### src/rtl/pe_pkg.sv
// Shared types and constants for the PE array result path.
// One FIFO entry holds a 256-bit PE row, its {round, row} tag and a frame-last flag.
package pe_pkg;

    localparam int PE_COLS = 16;
    localparam int PE_ROWS = 2;
    localparam int DATA_W  = 16;
    localparam int ROW_W   = PE_COLS * DATA_W;

    typedef logic [PE_COLS-1:0][DATA_W-1:0] pe_row_t;

    typedef struct packed {
        logic [2:0] round;
        logic       row_idx;
    } pe_tag_t;

    typedef struct packed {
        pe_row_t data;
        pe_tag_t tag;
        logic    last;
    } pe_entry_t;

    localparam int ENTRY_W = $bits(pe_entry_t);

    function automatic pe_entry_t make_entry(input pe_row_t data, input logic [2:0] round,
                                             input logic row_idx, input logic last);
        pe_entry_t e;
        e.data        = data;
        e.tag.round   = round;
        e.tag.row_idx = row_idx;
        e.last        = last;
        return e;
    endfunction

endpackage

### src/rtl/dual_push_fifo.sv
// Circular buffer that accepts two entries per cycle and releases one.
// The caller guarantees space before push2; level alone separates full from empty.
module dual_push_fifo #(
    parameter  int W     = 8,
    parameter  int DEPTH = 8,
    localparam int LVL_W = $clog2(DEPTH) + 1,
    localparam int PTR_W = $clog2(DEPTH)
) (
    input  logic             clk,
    input  logic             rst_n,
    input  logic             flush,
    input  logic             push2,
    input  logic [W-1:0]     din0,
    input  logic [W-1:0]     din1,
    input  logic             pop,
    output logic [W-1:0]     dout,
    output logic [LVL_W-1:0] level
);

    logic [W-1:0]     mem [DEPTH];
    logic [PTR_W-1:0] wr_ptr;
    logic [PTR_W-1:0] rd_ptr;
    logic             do_push;
    logic             do_pop;

    assign do_push = push2 && !flush;
    assign do_pop  = pop && !flush && (level != '0);

    // Storage carries no reset; level gates every read of it.
    always_ff @(posedge clk) begin
        if (do_push) begin
            mem[wr_ptr]               <= din0;
            mem[wr_ptr + PTR_W'(1)]   <= din1;
        end
    end

    always_ff @(posedge clk or negedge rst_n) begin
        if (!rst_n) begin
            wr_ptr <= '0;
            rd_ptr <= '0;
            level  <= '0;
        end else if (flush) begin
            wr_ptr <= '0;
            rd_ptr <= '0;
            level  <= '0;
        end else begin
            if (do_push)
                wr_ptr <= wr_ptr + PTR_W'(2);
            if (do_pop)
                rd_ptr <= rd_ptr + PTR_W'(1);
            case ({do_push, do_pop})
                2'b11:   level <= level + LVL_W'(1);
                2'b10:   level <= level + LVL_W'(2);
                2'b01:   level <= level - LVL_W'(1);
                default: level <= level;
            endcase
        end
    end

    assign dout = mem[rd_ptr];

endmodule

### src/rtl/pe_result_collector.sv
// Splits each PE array capture into two tagged rows, buffers them and streams
// them to writeback; drops whole captures (sticky overflow) when space is short.
module pe_result_collector
    import pe_pkg::*;
#(
    parameter  int DEPTH        = 8,
    parameter  int FRAME_ROUNDS = 8,
    localparam int LVL_W        = $clog2(DEPTH) + 1
) (
    input  logic                                      clk,
    input  logic                                      rst_n,
    input  logic [PE_ROWS-1:0][PE_COLS-1:0][DATA_W-1:0] pe_array_out,
    input  logic                                      rounder_valid,
    input  logic [2:0]                                round_number,
    input  logic                                      clear,
    output logic                                      out_valid,
    input  logic                                      out_ready,
    output logic [ROW_W-1:0]                          out_data,
    output logic [3:0]                                out_tag,
    output logic                                      out_last,
    output logic [LVL_W-1:0]                          fifo_level,
    output logic                                      overflow
);

    localparam logic [LVL_W-1:0] PUSH_MAX   = LVL_W'(DEPTH - 2);
    localparam logic [7:0]       FRAME_LAST = 8'(FRAME_ROUNDS - 1);

    logic [7:0]         frame_cnt;
    logic               frame_end;
    logic               has_space;
    logic               capture_ok;
    logic               capture_drop;
    logic               pop;
    pe_entry_t          entry0;
    pe_entry_t          entry1;
    logic [ENTRY_W-1:0] rd_raw;
    pe_entry_t          rd_entry;

    // Space check uses the pre-pop level so a capture is all-or-nothing.
    assign has_space    = (fifo_level <= PUSH_MAX);
    assign capture_ok   = rounder_valid && !clear && has_space;
    assign capture_drop = rounder_valid && !clear && !has_space;
    assign frame_end    = (frame_cnt == FRAME_LAST);
    assign pop          = out_valid && out_ready && !clear;

    assign entry0 = make_entry(pe_array_out[0], round_number, 1'b0, 1'b0);
    assign entry1 = make_entry(pe_array_out[1], round_number, 1'b1, frame_end);

    dual_push_fifo #(
        .W     (ENTRY_W),
        .DEPTH (DEPTH)
    ) u_fifo (
        .clk   (clk),
        .rst_n (rst_n),
        .flush (clear),
        .push2 (capture_ok),
        .din0  (entry0),
        .din1  (entry1),
        .pop   (pop),
        .dout  (rd_raw),
        .level (fifo_level)
    );

    always_ff @(posedge clk or negedge rst_n) begin
        if (!rst_n) begin
            frame_cnt <= '0;
            overflow  <= 1'b0;
        end else if (clear) begin
            frame_cnt <= '0;
            overflow  <= 1'b0;
        end else begin
            if (capture_ok)
                frame_cnt <= frame_end ? 8'd0 : frame_cnt + 8'd1;
            if (capture_drop)
                overflow <= 1'b1;
        end
    end

    assign rd_entry  = rd_raw;
    assign out_valid = (fifo_level != '0);
    assign out_data  = out_valid ? rd_entry.data : '0;
    assign out_tag   = out_valid ? rd_entry.tag  : '0;
    assign out_last  = out_valid ? rd_entry.last : 1'b0;

endmodule
### config.mk
export PLATFORM = sky130hd
export DESIGN_NAME = pe_result_collector
export DESIGN_NICKNAME = d
export VERILOG_FILES = /design/src/rtl/pe_pkg.sv /design/src/rtl/dual_push_fifo.sv /design/src/rtl/pe_result_collector.sv
export SDC_FILE = /design/constraint.sdc
export NUM_CORES = 2
export LEC_CHECK = 0
export ABC_AREA = 1
export CAP_MARGIN = 20
export CORE_AREA = 5 5 427 387
export DETAILED_ROUTE_END_ITERATION = 7
export DIE_AREA = 0 0 432 392
export GPL_TIMING_DRIVEN = 0
export MAX_ROUTING_LAYER = met4
export PLACE_DENSITY = 0.8
export SLEW_MARGIN = 0
export SYNTH_ARGS = -nofsm -noshare
export SYNTH_HDL_FRONTEND = slang
export SYNTH_SLANG_ARGS = --single-unit
### constraint.sdc
create_clock -name clk -period 33.8 [get_ports clk]
set_input_delay 5.07 -clock clk [delete_from_list [all_inputs] [get_ports clk]]
set_output_delay 5.07 -clock clk [all_outputs]
set_load 0.01 [all_outputs]
# Word level (Yosys, flattened, before mapping)
# Memories as Yosys holds them, arrays and structs flattened.
# Index checks and enable logic that the tools add are counted.
# Widths: inputs -> output; s select.
dict set report totals {
  regBits 19
  mem_bits_rw 2088
  inputBits 520
  word_cells 50
  mem_count 1
}
# name depth width read_ports rd_clocked_by_memory_dff write_ports line_no
set memory_table {}
lappend memory_table {u_fifo.mem 8 261 1 0 2 dual_push_fifo.sv:20} ;# logic [W-1:0] mem [DEPTH];
dict set report classes {
  n_addsub 7
  magnitude_cmp 1
  eq_ne 4
  mux 16
  reduce_logical 16
}
# cell count
set ops {}
lappend ops {{$mux 256} 1}
lappend ops {{$mux 8} 3}
lappend ops {{$mux 3} 4}
lappend ops {{$pmux 4 s3} 1}
lappend ops {{$add 8x1->8 const B} 1}
lappend ops {{$eq 8x3->1 const B} 1}
lappend ops {{$logic_and 1x1->1} 8}
lappend ops {{$mux 4} 2}
lappend ops {{$reduce_bool 2->1} 4}
lappend ops {{$reduce_bool 4->1} 2}
lappend ops {{$add 3x1->3 const B} 2}
lappend ops {{$mux 1} 5}
lappend ops {{$add 4x1->4 const B} 1}
lappend ops {{$add 4x2->4 const B} 1}
lappend ops {{$eq 2x2->1 const B} 2}
lappend ops {{$le 4x3->1 const B} 1}
lappend ops {{$sub 4x1->4 const B} 1}
lappend ops {{$add 3x2->3 const B} 1}
lappend ops {{$eq 2x1->1 const B} 1}
lappend ops {{$logic_not 1->1} 2}

# Depth between registers and ports, before layout
dict set report logic_depth {
  ltp_word 8
  mapped_depth 15
}

# Cells and area by module
# From an unflattened synthesis, not the netlist that was laid out.
dict set report unflattened {
  hier_cells 9461
  area_unflattened_um2 96442.5
}
# module n_inst cells_each area_each_um2
set modules_own_cells {}
lappend modules_own_cells {dual_push_fifo 1 8817 93617.3}
lappend modules_own_cells {pe_result_collector 1 644 2825.2}

# Least setup slack after synthesis
# OpenSTA, ideal clock, no wires.
dict set report synth_timing {
  path_type {input-to-reg}
  from {input port rounder_valid}
  to {memory u_fifo.mem[4][231] (netlist bit) (data pin)}
  arrival_time_ns 28.472
  required_ns 33.659
  slack_ns 5.187
  cell_stages 8
  cell_sequence {inv_1 > nor2_1 > nand3_2 > nor2_1 > inv_2 > buf_2 > clkbuf_1 > nor2_1}
}
# element line_no
set synth_lines {}
lappend synth_lines {{start, declared} pe_result_collector.sv:13} ;# input logic rounder_valid,
lappend synth_lines {{end, declared} dual_push_fifo.sv:20}

# Worst setup path in the final report
dict set report layout_timing {
  from {register u_fifo.rd_ptr[2]}
  to {output port out_data[76]}
}
dict set report layout_via {
  elab_chain_cells 2
}
# element line_no
set layout_rtl {}
lappend layout_rtl {{start, declared} dual_push_fifo.sv:22} ;# logic [PTR_W-1:0] rd_ptr;
lappend layout_rtl {{start signal, assigned} dual_push_fifo.sv:50} ;# rd_ptr <= rd_ptr + PTR_W'(1);
lappend layout_rtl {{$mem_v2 8x261} --}
lappend layout_rtl {{$mux 256} pe_result_collector.sv:81} ;# assign out_data = out_valid ? rd_entry.data : '0;
lappend layout_rtl {{end, declared} pe_result_collector.sv:18} ;# output logic [ROW_W-1:0] out_data,
# No other way between the ends.

==> out/qor.txt <==
Final setup viols - 0
row count - 140
width of the chip - 432 µm
worst flop-to-flop path endpoint - u_fifo.mem[4][25]
Final #Nets - 10.5k
CP Capture Type - output pin
grt ovf - 0
io pins - 787
Max Fclk - 96.1 MHz
max_slew headroom - 16.0%
drt pass-1 iters - 8
commonest non-fill, non-tap cells in the layout - nor2_1, edfxtp_1, o21ai_0
layout cells sized above 1 - 7.25%
first-pass GRT wire length - 464000 µm
register-to-register setup slack - 30.28 ns
Seq/Total Area, Yosys - 68.3%
Static Leak - 0.0400 µW
crit share post-route - 30.8%
post-detail-place hpwl - 223000 µm
Setup Skew - 0.0354 ns
IO buf count - 786
Max-Cap Viols - 0
Final ANT Viol Nets - 0
post-synthesis simple-gate area fraction - 15.2%
family with the most delay on the worst path - buffers and inverters
Post-CTS Repair Setup Buffers - 0
Setup CP Type - reg2out
Placer Congestion - 0.946
die area - 169000 µm²
area delta synth->final - 20.6%
Initial Util - 57.5%
Worst path max stage delay - 0.68 ns
fraction of synthesized area in multiplexers - 0%
pwr dens - 75.5 nW/µm²
largest family of logic cells by synthesized area - simple AND/OR/NAND/NOR gates
CTS Buffer Depth - 3
total power - 8410 µW
DR vias - 76.4k
Layout fillers - 11.4k
Critical Path RT - 28.73 ns
Synth Cell Area - 92300 µm²
Final Hold Fails - 0
Worst Tran Pin Value - 1.26 ns
clock tree from TritonCTS - done
cts repair resizes - 0
RSZ-0062 raised after global routing - false
Clk pin slew, worst setup/hold paths - 0.07 ns
Hold Crit Class - reg2reg
Compound-Gate Fraction of Synth Area - 10.7%
CTS Buf Count - 205
initial antenna violation count - 65
WL/cell - 26.0 µm
Die Span Y - 392 µm
Hold-fix buffers, CTS - 0
Core Util, Final - 69.3%
clk_lat worst skew - 0.86 ns
Hold EP - u_fifo.mem[1][1]
Worst path slowest cell - clkbuf_1
pin count of the biggest net entering global routing - 37
# clock sinks - 2106
crit path cell chain - inv_2 -> buf_2 -> buf_2 -> buf_2 -> clkbuf_1 -> a31oi_1 -> clkdlybuf4s50_1
Synth Warn # - 0
crit path launch type - register
number of DRC markers in iteration 0 - 12.4k
hold depth - 2
vias in the first global route - 74.0k
CP most frequent cell - buf_2
Final Critical Period - 10.41 ns
setup TNS - 0 ns
HP Start - u_fifo.mem[1][1]
Max FO, Critical Path - 10
worst r2r src - u_fifo.level[0]
Final Max Slew Viols - 0
H-tree depth - 4
syn avg cell area - 10.4 µm²
CTS Root Buffer Type - clkbuf_16
R2R cell count - 10
vias per cell - 6.18
most common cell after layout, fill and taps aside - nor2_1
Yosys reg bits - 2106
worst vdd ir - 0.0497 mV
adder-cell share of the synthesized area - 0.122%
Post-Synth XOR/XNOR Area - 0.0285%
Tot GR Track Use - 38.1%
Core Area - 161000 µm²
status - finished, final reports clean
arrival time at the worst endpoint - 5.34 ns
DRC viols - 0
synth unique cells - 35
Post-Synthesis Cells - 8906
WP buf/inv - 6
final wirelength - 322000 µm
-- worst min-delay path: stages (launching register included) --
cell,delay (ns)
dfxtp_1,0.31
inv_1,0.04
nand2_1,0.05
-- metrics by stage --
step / instance area, µm² / std cells / setup WS (ns) / hold slack (ns)
finish: 111000 / 12400 / 23.39 / 0.429
global route: 111000 / 12400 / 23.47 / 0.457
CTS: 111000 / 12300 / 23.58 / 0.434
detailed placement: 105000 / 11900 / 24.48 / 0.418
global placement: 103000 / 11800 / -9.73 / 0.411
floorplan: 92300 / 8909 / 5.19 / 0.400
-- flip-flops by register name (all words and copies together), names as in the netlist --
register / cells
u_fifo.wr_ptr: 2
overflow: 1
u_fifo.rd_ptr: 3
u_fifo.level: 4
frame_cnt: 8
u_fifo.mem: 2088
-- Yosys cell counts (all sizes together) --
library cell	count	area share, %
a21oi	12	0.065
a31oi	261	1.8
and3	1	0.0068
buf	378	2.2
clkbuf	283	1.2
conb	1	0.0041
dfrtp	18	0.49
dfxtp	8	0.17
edfxtp	2080	68
ha	9	0.12
inv	556	2.3
nand2	43	0.18
nand3	9	0.054
nand4	1	0.0068
nor2	3659	15
nor3	4	0.022
nor4	3	0.020
o21a	1	0.0081
o21ai	1312	7.1
o221ai	1	0.0095
o22ai	260	1.8
or2	3	0.020
xnor2	1	0.0095
xor2	2	0.019
-- how the worst max path moves through the flow --
stage                           startpoint                 end  slack, ns  cells past startpoint
after floorplan              rounder_valid  u_fifo.mem[4][231]       5.19                      8
after global placement               clear  u_fifo.mem[4][235]      -9.73                      8
after detailed placement  u_fifo.rd_ptr[2]        out_data[78]      24.48                      7
after CTS                 u_fifo.rd_ptr[2]        out_data[78]      23.58                      7
after global routing      u_fifo.rd_ptr[2]        out_data[76]      23.47                      7
final                     u_fifo.rd_ptr[2]        out_data[76]      23.39                      7
-- final cells by class --
class | instances | area [µm²] | area share (%)
multi-input cells | 5586 | 24100 | 21.7
repair buffers | 878 | 9780 | 8.79
clock inverters | 122 | 978 | 0.879
plain buffers | 661 | 3070 | 2.75
inverters | 556 | 2090 | 1.88
flip-flops and latches | 2106 | 63100 | 56.7
diodes | 67 | 168 | 0.151
well taps | 2130 | 2670 | 2.39
clock buffers | 252 | 5400 | 4.85
-- report_power, final --
| group | internal, µW | switching, µW | leakage [µW] |
|---|---|---|---|
| registers | 3070 | 45.7 | 0.0185 |
| clock network | 1220 | 1010 | 0.00312 |
| logic | 1010 | 2050 | 0.0184 |
| total | 5300 | 3110 | 0.0400 |
-- cell families (layout without fill, tap and decap cells) --
| kind of cell | count (synthesis) | in the layout |
|---|---|---|
| other | 1 | 71 |
| and+or+nand+nor | 3723 | 3723 |
| adders and majority gates | 9 | 9 |
| AOI/OAI and AO/OA | 1847 | 1847 |
| DFF | 2106 | 2106 |
| xor gates and xnor gates | 3 | 3 |
| buffers and inverters | 1217 | 2469 |
-- metal layers --
| layer | global-route usage (%) | vias up | wire length (µm) |
|---|---|---|---|
| li1 | - | 32600 | - |
| met1 | 46.1 | 36200 | 105000 |
| met2 | 55.7 | 6271 | 145000 |
| met3 | 8.46 | 1281 | 41600 |
| met4 | 30.4 | 0 | 29900 |
| met5 | - | - | 0 |
Power figures use the tool's default switching activity.
